[src/rtl/loader_pkg.sv]
// Shared types and constants for the serial program loader.
package loader_pkg;

    localparam int MEM_DEPTH = 256;
    localparam int ADR_W     = 8;
    localparam int BYTE_W    = 8;
    // One extra bit so a length byte of zero can mean a full 256-byte image.
    localparam int CNT_W     = ADR_W + 1;

    typedef enum logic [2:0] {
        ST_IDLE,
        ST_LEN,
        ST_DATA,
        ST_CSUM,
        ST_DONE,
        ST_ERROR
    } state_t;

    // Length byte to data-byte count: 0 encodes MEM_DEPTH bytes.
    function automatic logic [CNT_W-1:0] len_decode(input logic [BYTE_W-1:0] n);
        return (n == '0) ? CNT_W'(MEM_DEPTH) : {1'b0, n};
    endfunction

endpackage

[src/rtl/loader_csum.sv]
// Running 8-bit modular checksum over the accepted stream bytes.
module loader_csum
    import loader_pkg::*;
(
    input  logic              clock,
    input  logic              reset,
    input  logic              clear,
    input  logic              enable,
    input  logic [BYTE_W-1:0] byte_in,
    output logic [BYTE_W-1:0] sum,
    output logic              zero
);

    logic [BYTE_W-1:0] sum_with_byte;

    // Sum as it would be after adding the byte currently presented.
    assign sum_with_byte = sum + byte_in;

    // Flags a good checksum: true when the presented byte brings the total to zero.
    assign zero = (sum_with_byte == '0);

    // Accumulate every accepted byte; clear at the start of each load.
    // NOTE: state registers use non-blocking assignment so every flop samples pre-edge values.
    always_ff @(posedge clock or posedge reset) begin
        if (reset) begin
            sum <= '0;
        end else if (clear) begin
            sum <= '0;
        end else if (enable) begin
            sum <= sum_with_byte;
        end
    end

endmodule

[src/rtl/program_loader.sv]
// Streams a length-prefixed, checksummed program image into memory while
// holding the CPU datapath frozen until a good image has been written.
module program_loader
    import loader_pkg::*;
#(
    parameter logic [ADR_W-1:0] BASE_ADR = 8'h00
) (
    input  logic              clock,
    input  logic              reset,
    input  logic              start,
    input  logic              in_valid,
    input  logic [BYTE_W-1:0] in_byte,
    output logic              in_ready,
    output logic [ADR_W-1:0]  mem_adr,
    output logic [BYTE_W-1:0] mem_wd,
    output logic              mem_we,
    output logic              cpu_hold,
    output logic              done,
    output logic              err
);

    state_t            state;
    state_t            state_next;
    logic [CNT_W-1:0]  data_cnt;
    logic [CNT_W-1:0]  data_len;
    logic              accept;
    logic              data_accept;
    logic              last_data;
    logic              load_start;
    logic              csum_zero;
    // Running sum is exposed by the checksum block for debug; only its zero flag steers the FSM.
    logic [BYTE_W-1:0] csum_unused;

    assign in_ready    = (state == ST_LEN) || (state == ST_DATA) || (state == ST_CSUM);
    assign accept      = in_valid && in_ready;
    assign data_accept = accept && (state == ST_DATA);
    assign last_data   = (data_cnt == (data_len - CNT_W'(1)));

    loader_csum u_csum (
        .clock   (clock),
        .reset   (reset),
        .clear   (load_start),
        .enable  (accept),
        .byte_in (in_byte),
        .sum     (csum_unused),
        .zero    (csum_zero)
    );

    // State register.
    always_ff @(posedge clock or posedge reset) begin
        if (reset) begin
            state <= ST_IDLE;
        end else begin
            state <= state_next;
        end
    end

    // Next-state logic; start is only honoured between loads.
    // NOTE: every signal written here gets a default first so no latch is inferred.
    always_comb begin
        state_next = state;
        load_start = 1'b0;
        case (state)
            ST_IDLE, ST_DONE, ST_ERROR: begin
                if (start) begin
                    state_next = ST_LEN;
                    load_start = 1'b1;
                end
            end
            ST_LEN: begin
                if (accept) state_next = ST_DATA;
            end
            ST_DATA: begin
                if (accept && last_data) state_next = ST_CSUM;
            end
            ST_CSUM: begin
                if (accept) state_next = csum_zero ? ST_DONE : ST_ERROR;
            end
            default: state_next = ST_IDLE;
        endcase
    end

    // Data-byte index and decoded image length.
    always_ff @(posedge clock or posedge reset) begin
        if (reset) begin
            data_cnt <= '0;
            data_len <= '0;
        end else begin
            if (load_start) begin
                data_cnt <= '0;
            end else if (data_accept) begin
                data_cnt <= data_cnt + CNT_W'(1);
            end
            if (accept && (state == ST_LEN)) begin
                data_len <= len_decode(in_byte);
            end
        end
    end

    // Registered memory write port; address and data hold between writes.
    always_ff @(posedge clock or posedge reset) begin
        if (reset) begin
            mem_adr <= BASE_ADR;
            mem_wd  <= '0;
            mem_we  <= 1'b0;
        end else begin
            mem_we <= data_accept;
            if (data_accept) begin
                mem_adr <= BASE_ADR + data_cnt[ADR_W-1:0];
                mem_wd  <= in_byte;
            end
        end
    end

    // Registered status outputs, decoded from the state being entered.
    always_ff @(posedge clock or posedge reset) begin
        if (reset) begin
            cpu_hold <= 1'b1;
            done     <= 1'b0;
            err      <= 1'b0;
        end else begin
            cpu_hold <= (state_next != ST_DONE);
            done     <= (state_next == ST_DONE);
            err      <= (state_next == ST_ERROR);
        end
    end

endmodule

[config.mk]
export PLATFORM = sky130hd
export DESIGN_NAME = program_loader
export DESIGN_NICKNAME = d
export VERILOG_FILES = /design/src/rtl/loader_pkg.sv /design/src/rtl/loader_csum.sv /design/src/rtl/program_loader.sv
export SDC_FILE = /design/constraint.sdc
export NUM_CORES = 1
export LEC_CHECK = 0
export ABC_AREA = 1
export CELL_PAD_IN_SITES_DETAIL_PLACEMENT = 0
export CELL_PAD_IN_SITES_GLOBAL_PLACEMENT = 1
export CORE_MARGIN = 2
export CORE_UTILIZATION = 40
export DETAILED_ROUTE_END_ITERATION = 10
export GPL_TIMING_DRIVEN = 0
export PLACE_DENSITY_LB_ADDON = 0.1
export SETUP_SLACK_MARGIN = 0.2
export SYNTH_ARGS = -nofsm -noshare
export SYNTH_HDL_FRONTEND = slang
export SYNTH_HIERARCHICAL = 1
export SYNTH_SLANG_ARGS = --single-unit
[constraint.sdc]
create_clock -name clock -period 2.4 [get_ports clock]
set_input_delay 0.24 -clock clock [delete_from_list [all_inputs] [get_ports clock]]
set_output_delay 0.24 -clock clock [all_outputs]
set_load 0.05 [all_outputs]
---- Word-level counts from Yosys, hierarchy flattened ----
Cells that the tools add are included.
cells by class
  add/sub/neg operators ................... 3
  eq/ne operators ......................... 9
  multiplexer cells ....................... 13
  reduce and logical (&&, ||, !) cells .... 12
operators by type and width
  operator               number
  $mux W9                3
  $logic_not A8 Y1       2
  $mux W8                2
  $eq A3 B3 Y1 const B   4
  $mux W3                4
  $pmux W3 S4            1
  $add A9 B1 Y9 const B  1
  $eq A9 B9 Y1           1
  $sub A9 B1 Y9 const B  1
  $add A8 B8 Y8          1
  $eq A3 B2 Y1 const B   2
  $logic_and A1 B1 Y1    4
  $reduce_bool A2 Y1     2
  $eq A3 B1 Y1 const B   1
  $logic_not A3 Y1       1
  $mux W1                3
  $ne A3 B3 Y1 const B   1
  $reduce_or A3 Y1       1
  $logic_or A1 B1 Y1     2
storage, ports and cells
  bits in registers ....................... 49
  input port bits ......................... 12
  output and inout bits ................... 21
  word-level logic and storage cells ...... 47

---- Logic depth before layout (Yosys ltp) ----
  depth in word-level cells ............... 8
  gate-level depth with buffers ........... 14

---- Cells and area by module ----
Netlist, hierarchy kept.
modules (own cells, without submodules)
  module          instances  cells an instance  area each (sq um)  sequential area each (sq um)
  program_loader  1          257                2,067.0            1,027.2
  loader_csum     1          100                685.7              200.2

---- Worst setup path after synthesis ----
No wires, ideal clock.
  kind .................................... register -> register
  from .................................... register u_csum.sum[0]
  to ...................................... register err
  setup time .............................. 0.129 ns
  data arrival time ....................... 1.786 ns
  slack ................................... 0.485 ns
  stages on the path, launching flop included .. 13
  path buffers ............................ 0
  cell sequence ........................... dfrtp_1 > ha_1 > fa_1 > nand2_1 > nand2_1 > nand3b_1 > nand2_1 > nor2_1 > nand2_1 > nor2_2 > a21oi_1 > nor3_2 > a21oi_1
on the way
  word-level cells in the longest chain between the ends .. 6
ends and longest elaborated chain
  item                    RTL line               RTL
  from (decl)             loader_csum.sv:10      output logic [BYTE_W-1:0] sum,
  from (signal assigned)  loader_csum.sv:30      sum <= sum_with_byte;
  $add A8 B8 Y8           loader_csum.sv:17      assign sum_with_byte = sum + byte_in;
  $logic_not A8 Y1        loader_csum.sv:20      assign zero = (sum_with_byte == '0);
  net csum_zero           program_loader.sv:30   logic csum_zero;
  $mux W1                 program_loader.sv:77   if (accept) state_next = csum_zero ? ST_DONE : ST_ERROR;
  $mux W3                 program_loader.sv:77
  $pmux W3 S4             program_loader.sv:63   case (state)
  $eq A3 B3 Y1            program_loader.sv:124  err <= (state_next == ST_ERROR);
  to (signal assigned)    program_loader.sv:124
  to (decl)               program_loader.sv:19   output logic err
The timed path passes the listed nets, and every way through them passes these cells.
A chain may end at the register's enable or synchronous reset.

---- Worst setup path after layout ----
  from .................................... register u_csum.sum[0]
  to ...................................... register done
on the way
  word-level cells in the longest chain between the ends .. 6
ends and longest elaborated chain
  item                  RTL line               RTL
  $add A8 B8 Y8         loader_csum.sv:17
  $logic_not A8 Y1      loader_csum.sv:20
  net csum_zero         program_loader.sv:30
  $mux W1               program_loader.sv:77
  $mux W3               program_loader.sv:77
  $pmux W3 S4           program_loader.sv:63
  $eq A3 B3 Y1          program_loader.sv:123  done <= (state_next == ST_DONE);
  to (signal assigned)  program_loader.sv:123
  to (decl)             program_loader.sv:18   output logic done,
The timed path passes the listed nets, and every way through them passes these cells.

==> summary.md <==
| Metric | Value |
|---|---|
| Outcome | finished, final reports clean |
| Pins Over Slew Limit | 0 |
| CP Class | reg -> reg |
| First DRT Iteration DRCs | 117 |
| Setup TNS | 0 ns |
| Static Leak | 1.66 nW |
| Clk_skew | 0.00987 ns |
| Vias in the first global route | 2345 |
| Post-synthesis area per instance | 7.71 um2 |
| Core occupancy in the finished layout | 49.5% |
| Crit-path max FO | 3 |
| Antenna violations before repair | 0 |
| Final setup viols | 0 |
| R2R depth | 13 |
| Syn. warnings | 6 |
| Core Region | 6720 um2 |
| Most frequent cells in the layout | 112 x nand2_1, 48 x inv_1, 48 x dfrtp_1 |
| Crit path launch type | register |
| First-pass GRT wire length | 11300 um |
| Clk root buf | clkbuf_8 |
| Starting Density | 41.0% |
| Worst-Skew Late Latency | 0.31 ns |
| Max-cap violations | 0 |
| Die Span Y | 87.0 um |
| Slew @ Worst Pin | 0.870 ns |
| DRT Pass-1 Iters | 5 |
| Hold buffer count at CTS | 0 |
| Die extent in x | 87.0 um |
| Setup bufs post-CTS | 0 |
| FF-to-FF End | done$_DFF_PP0_ |
| Largest net degree at the start of global routing | 42 |
| CTS H-tree depth | 2 |
| Async S/R FF share, synth | 100% |
| Top_reg_cell synth | dfrtp_1 |
| Row count | 30 |
| Die area | 7560 um2 |
| Synthesized flop and latch total | 49 |
| GRT Overall Usage | 19.3% |
| Data required time of the critical path | 2.65 ns |
| HP Class | in -> async |
| Grt ovf | 0 |
| Port bufs | 32 |
| Peak supply drop | 0.000475 V |
| Gate Count Post-Synth | 357 |
| Post-Syn Area | 2750 um2 |
| Clk slew on worst S/H paths | 0.09 ns |
| CTS tree | done |
| Top-level port count | 33 |
| Ant. Diodes | 0 |
| R2R Setup Slk | 0.26 ns |
| DR vias | 2367 |
| Max Root-Sink Buffers | 2 |
| Routed wire length | 6440 um |
| Max Clock Freq | 467 MHz |
| RR Startpoint | u_csum/sum[0]$_DFFE_PP0P_ |
| Cts bufs inserted | 5 |
| Fraction of layout cells with a size suffix above 1 | 10.8% |
| Arrival @ worst endpoint | 2.39 ns |
| DRC errors left | 0 |
| Synthesis-to-finish area growth | 20.7% |
| GPL Wtd Cong | 0.813 |
| Routed vias/inst | 4.96 |
| Routed len/inst | 13.5 um |
| Most common cell after layout, fill and taps aside | nand2_1 |
| Syn nets | 379 |
| Minimum clock period after layout | 2.14 ns |
| CTS sink count | 49 |
| Ratio of final minimum period to clock period | 89.2% |
| Fill count | 677 |
| Post-synth EDFFs | 0 |
| Pwr/cell area | 1220 nW/um2 |
| RSZ-0062 raised after global routing | yes |
| Post-synthesis sequential area ratio | 44.6% |
| Hold Violations, Final | 0 |
| Post-route ant nets | 0 |
| Setup crit end kind | register |
| Post-DP HPWL | 4890 um |
| Slew HR | 41.9% |
| Nets | 418 |
| Post-synthesis cell type count | 37 |
metrics by stage:
stage	setup WS (ns)	total power, mW	hold WS, ns	cell area (um2)	instances
after floorplan	0.485	2.82	0.0557	2750	357
after global placement	-0.236	3.38	0.463	3170	469
after detailed placement	-0.258	3.40	0.468	3170	469
after CTS	0.142	4.04	0.241	3300	477
after global routing	0.137	4.40	0.311	3320	477
final	0.259	4.04	0.245	3320	477
where the power goes:
part,switching (mW),internal [mW]
logic,1.42,0.723
registers,0.207,1.09
clock network,0.293,0.313
routing by layer:
layer	GRT usage [%]	up-vias	share of wire, %
met5	0	-	0
met4	5.40	0	1.2
met3	3.13	6	3.1
met2	32.4	33	50
met1	25.6	1125	45
li1	-	1203	-
worst max-delay path, stage by stage, from the launching register on:
cell,delay (ns)
dfrtp_1,0.42
ha_4,0.18
fa_2,0.38
nand2_2,0.09
nand2_2,0.06
nor2_2,0.10
nand3_1,0.09
nor2_2,0.13
nand2_1,0.07
nor2_2,0.15
a21oi_2,0.08
nor3_4,0.17
nand3_2,0.10
inv_1,0.06
worst max path at each step:
stage	start	slack [ns]	cells after the start	end
after floorplan	u_csum/sum[0]$_DFFE_PP0P_	0.49	12	err$_DFF_PP0_
after detailed placement	in_byte[0]	-0.26	13	err$_DFF_PP0_
after global placement	in_byte[0]	-0.24	13	err$_DFF_PP0_
after global routing	u_csum/sum[0]$_DFFE_PP0P_	0.14	13	done$_DFF_PP0_
final	u_csum/sum[0]$_DFFE_PP0P_	0.26	13	done$_DFF_PP0_
after CTS	u_csum/sum[0]$_DFFE_PP0P_	0.14	13	done$_DFF_PP0_
state kept, by name, indices dropped and copies added (netlist names):
register and count:
cpu_hold 1, mem_we 1, data_len 9, data_cnt 9, mem_wd 8, state 3
err 1, done 1, mem_adr 8, u_csum/sum 8
final cells by class:
type                    instances  area (um2)  share of cell area [%]
inverters                      55         206                    6.21
clock buffers                   6        72.6                    2.18
well taps                      80         100                    3.01
flip-flops and latches         49        1230                    36.9
plain buffers                   4        16.3                   0.489
clock inverters                 2        38.8                    1.17
repair buffers                 32         319                    9.60
multi-input cells             249        1340                    40.4
cells by family (layout without fill, tap and decap cells):
group	count (synthesis)	in the layout	share of synthesized area, %
simple gates	184	184	30.6
buf+inv	59	99	8.09
compound gates	51	51	10.6
flops	49	49	44.6
fa+ha+maj	10	10	4.82
xor+xnor	4	4	1.27
synth_stat cells (all sizes together), types with 2 or more instances:
cell	instances	share of area [%]
dfrtp	48	44
ha	9	4.1
xnor2	2	0.64
a22o	2	0.64
nor2	31	5.6
a21oi	11	2.1
clkbuf	2	0.27
nor3	4	1.1
nand4	3	0.91
o21ai	34	6.2
buf	2	0.32
xor2	2	0.64
nand2	118	16
inv	54	7.4
nand3b	3	0.82
nand3	23	5.4
repair_timing:
action	in CTS	in global routing
pin swaps	3	11
gates resized for setup	8	5
hold endpoints to repair	0	0
endpoints found under the setup margin	4	4
Power figures use the tool's default switching activity.
